==> src/rtl/bcd_gray_conv.sv <==
// Packed BCD to binary or Gray converter.
// Reverse double-dabble, one shift per clock, valid/ready on both sides.
module bcd_gray_conv #(
    parameter int  DIGITS = 2,
    localparam int BW     = $clog2(10 ** DIGITS)
) (
    input  logic                  clk,
    input  logic                  rst,
    input  logic [4*DIGITS-1:0]   bcd,
    input  logic                  mode,
    input  logic                  in_valid,
    output logic                  in_ready,
    output logic [BW-1:0]         code_out,
    output logic                  error,
    output logic                  out_valid,
    input  logic                  out_ready,
    output logic                  busy
);

    localparam int BCDW = 4 * DIGITS;
    localparam int CW   = $clog2(BW + 1);
    localparam logic [CW-1:0] LAST = CW'(BW - 1);

    typedef enum logic [1:0] {
        IDLE = 2'd0,
        CONV = 2'd1,
        DONE = 2'd2
    } state_t;

    state_t            state_q;
    logic [BCDW-1:0]   bcd_q;
    logic [BW-1:0]     bin_q;
    logic              mode_q;
    logic [CW-1:0]     cnt_q;
    logic [BW-1:0]     code_q;
    logic              err_q;

    logic [BCDW+BW-1:0] shift_d;
    logic [BCDW-1:0]    bcd_d;
    logic [BW-1:0]      bin_d;
    logic               bad_d;

    function automatic logic [BW-1:0] to_gray(input logic [BW-1:0] b);
        return b ^ (b >> 1);
    endfunction

    // One reverse double-dabble step: shift right, then fix digits >= 8.
    always_comb begin
        shift_d = {bcd_q, bin_q} >> 1;
        bin_d   = shift_d[BW-1:0];
        bcd_d   = shift_d[BCDW+BW-1:BW];
        for (int i = 0; i < DIGITS; i++) begin
            if (bcd_d[4*i+3]) begin
                bcd_d[4*i +: 4] = bcd_d[4*i +: 4] - 4'd3;
            end
        end
    end

    // Flag any input nibble outside 0..9.
    always_comb begin
        bad_d = 1'b0;
        for (int i = 0; i < DIGITS; i++) begin
            if (bcd[4*i +: 4] > 4'd9) begin
                bad_d = 1'b1;
            end
        end
    end

    // Control FSM with registered result and error.
    always_ff @(posedge clk or posedge rst) begin
        if (rst) begin
            state_q <= IDLE;
            bcd_q   <= '0;
            bin_q   <= '0;
            mode_q  <= 1'b0;
            cnt_q   <= '0;
            code_q  <= '0;
            err_q   <= 1'b0;
        end else begin
            case (state_q)
                IDLE: begin
                    if (in_valid) begin
                        bcd_q  <= bcd;
                        mode_q <= mode;
                        bin_q  <= '0;
                        cnt_q  <= '0;
                        code_q <= '0;
                        if (bad_d) begin
                            err_q   <= 1'b1;
                            state_q <= DONE;
                        end else begin
                            err_q   <= 1'b0;
                            state_q <= CONV;
                        end
                    end
                end
                CONV: begin
                    bcd_q <= bcd_d;
                    bin_q <= bin_d;
                    cnt_q <= cnt_q + CW'(1);
                    if (cnt_q == LAST) begin
                        code_q  <= mode_q ? bin_d : to_gray(bin_d);
                        err_q   <= 1'b0;
                        state_q <= DONE;
                    end
                end
                DONE: begin
                    if (out_ready) begin
                        code_q  <= '0;
                        err_q   <= 1'b0;
                        state_q <= IDLE;
                    end
                end
                default: begin
                    state_q <= IDLE;
                end
            endcase
        end
    end

    assign in_ready  = (state_q == IDLE);
    assign out_valid = (state_q == DONE);
    assign busy      = (state_q != IDLE);
    assign code_out  = code_q;
    assign error     = err_q;

endmodule

==> config.mk <==
export PLATFORM = sky130hd
export DESIGN_NAME = bcd_gray_conv
export DESIGN_NICKNAME = d
export VERILOG_FILES = /design/src/rtl/bcd_gray_conv.sv
export SDC_FILE = /design/constraint.sdc
export NUM_CORES = 1
export LEC_CHECK = 0
export CAP_MARGIN = 20
export CORE_UTILIZATION = 36
export DETAILED_ROUTE_END_ITERATION = 12
export HOLD_SLACK_MARGIN = 0.05
export PLACE_DENSITY = 0.57
export SYNTH_ARGS = -nofsm -noshare
export SYNTH_HDL_FRONTEND = slang
export SYNTH_SLANG_ARGS = --single-unit
export TNS_END_PERCENT = 10
==> constraint.sdc <==
create_clock -name clk -period 2.6 [get_ports clk]
set_input_delay 0.78 -clock clk [delete_from_list [all_inputs] [get_ports clk]]
set_output_delay 0.78 -clock clk [all_outputs]
set_load 0.005 [all_outputs]
==> run metrics <==
Avg Cell Area, Syn 9.46 sq um; max incr delay on CP 530 ps; Total GRT Usage 0.162; Worst Setup Path Type flip-flop to primary output; synthesized area 0.00156 sq mm; Tcrit/Tclk final 0.952; CP cell instances inv_1, ha_1, buf_4, clkdlybuf4s50_1; vias in the first global route 1187; Die H 67.9 microns; Top FF cell, synth dfrtp_1; final core occ 0.466; Routed WL per cell 13.8 microns; number of buffers added on ports 23; CTS Sinks 28; Root Buffer Master clkbuf_8; Seq/Total Area, Yosys 0.449; Synth top area share 0.449; FMAX 404 MHz; first-pass GRT wire length 5530 microns; Layout area overhead 21.9%; Syn. warnings 0; sw frac 0.406; number of synthesized flops with an enable pin 0; worst-path fanout max 17; maxcap violations 0; Cell variety after synth 31; hold buffers post-CTS 0; Int Pwr 1.19 mW; H-tree levels 1; Combinational Power Share 0.507; Die ar. 0.00460 sq mm; Pwr Total 2.00 mW; P_leak 0.773 nW; Final TNS setup 0 ps; CTS Buffer Depth 2; post-synthesis instance total 165; row count 23; Relative slew margins 0.619; CTS tree yes; core area 0.00409 sq mm; DRC 0; Post-CTS Setup Bufs 0; vias per inst 5.16; I/O pins 24; Finished Cell Area 0.00190 sq mm; share of post-route cells with drive strength above 1 0.0635; Syn Nets 184; via count 1233; Die X 67.9 microns; Initial Util 0.382; Clock transition at path regs 90 ps; Worst EP arrival 1700 ps; Yosys top cell by area dfrtp_1; Commonest cells post-synth dfrtp_1 (28), o21ai_0 (18), nor2_1 (14), inv_1 (12); endpoints failing setup 0; power share of the clock group 0.137; Hold Vio Cnt, Final 0; minimum clock period 2480 ps; initial DRC count 43; DR pass1 iterations 4; flops & latches, synth 28; dpl hpwl 2360 microns; overflow left after global routing 0; CP endpoint kind primary output; startpoint class of the critical path flip-flop; # diodes 0; sw power 0.812 mW; dominant cell by count in the synthesized netlist dfrtp_1; total CTS buffers 3; DP Area 0.00185 sq mm; antenna-violating nets left 0; Power Density 1050 mW/mm^2; max-slew violations 0; slew of the pin with the lowest slew margin 566 ps; Worst Hold Class flip-flop to flip-flop; Final #Nets 209; maximum vdd ir drop 663 uV; Req. time, crit path 1820 ps; post_cts resized 0; Flop pwr share 0.357; fraction of registers with async set or reset after synthesis 1.00; status completed; final wirelength 3290 microns; RSZ-0062 raised after global routing no; worst skew pair latency 280 ps; largest net degree at the start of global routing 31; ranking of synthesized cells by area dfrtp_1 (45%), o21ai_0 (5.8%), ha_1 (4.8%); initial antenna violation count 0; Final Skew 2.23 ps; GPL Wtd Cong 0.757; slowest CP cell clkdlybuf4s50_1
power by group through the flow:
stage,combinational (mW),clock [mW],sequential [mW]
detailed placement,1.01,0,0.721
floorplan,0.747,0,0.684
CTS,1.02,0.285,0.713
finish,1.01,0.274,0.713
global placement,0.986,0,0.714
global route,1.14,0.307,0.733
cell usage in the layout (no fill, tap or decap), drive strengths merged, types with 5 or more instances in the layout:
cell	count
a21oi	8
buf	5
clkdlybuf4s50	23
dfrtp	28
ha	6
inv	12
mux2i	5
nand2	8
nand2b	8
nand3	7
nor2	14
nor2b	6
o21ai	18
o22ai	7
xnor2	8
critical path: cells and delay by family (launching register included):
kind	cells	cell delay, ps
buf+inv	3	850
flops	1	390
fa+ha+maj	1	180
metal layers:
layer / part of all wire / global-route usage / vias to the layer above
met1: 0.48 / 0.218 / 568
met4: 0.022 / 0.0807 / 0
met5: 0 / 0 / -
li1: - / - / 620
met3: 0.043 / 0.0267 / 8
met2: 0.45 / 0.250 / 37
flip-flops by register name, summed over array words and instances (netlist names):
register,flops
mode_q,1
cnt_q,3
bin_q,6
state_q,2
bcd_q,8
code_out,7
error,1
layout make-up:
type,instances,area (sq um)
Fill cell,394,2180
Multi-Input combinational cell,117,772
Sequential cell,28,701
Timing Repair Buffer,28,268
Tap cell,50,62.6
Clock buffer,4,55.1
Inverter,12,45.0
cells by family (layout without fill, tap and decap cells):
| logic type | after synthesis | count (layout) | synth area share |
|---|---|---|---|
| flops | 28 | 28 | 0.449 |
| xor+xnor | 8 | 8 | 0.0449 |
| buf+inv | 20 | 44 | 0.0569 |
| mux | 7 | 7 | 0.0465 |
| compound gates | 47 | 47 | 0.196 |
| simple gates | 49 | 49 | 0.159 |
| fa+ha+maj | 6 | 6 | 0.0481 |
per-stage QoR:
step | hold WS, ps | worst slack (ps) | cells
floorplan | 464 | 818 | 165
global placement | 487 | 329 | 235
detailed placement | 506 | 297 | 235
CTS | 528 | 110 | 239
global route | 561 | 36.8 | 239
finish | 522 | 124 | 239
final timing paths:
path                       cells past startpoint              startpoint                       to  slack [ps]
max                                            4  state_q[0]$_DFFE_PP0P_                 in_ready         120
min                                            1    cnt_q[0]$_DFFE_PP0P_     cnt_q[0]$_DFFE_PP0P_         520
max reg2reg                                    8  state_q[0]$_DFFE_PP0P_  code_out[4]$_DFFE_PP0P_         730
min reg2reg                                    1    cnt_q[0]$_DFFE_PP0P_     cnt_q[0]$_DFFE_PP0P_         520
max in group asynchronous                      3                     rst       mode_q$_DFFE_PP0P_        1470
min in group asynchronous                      3                     rst     bin_q[2]$_DFFE_PP0P_         850
Note: power is estimated with default switching activity, not from simulation.
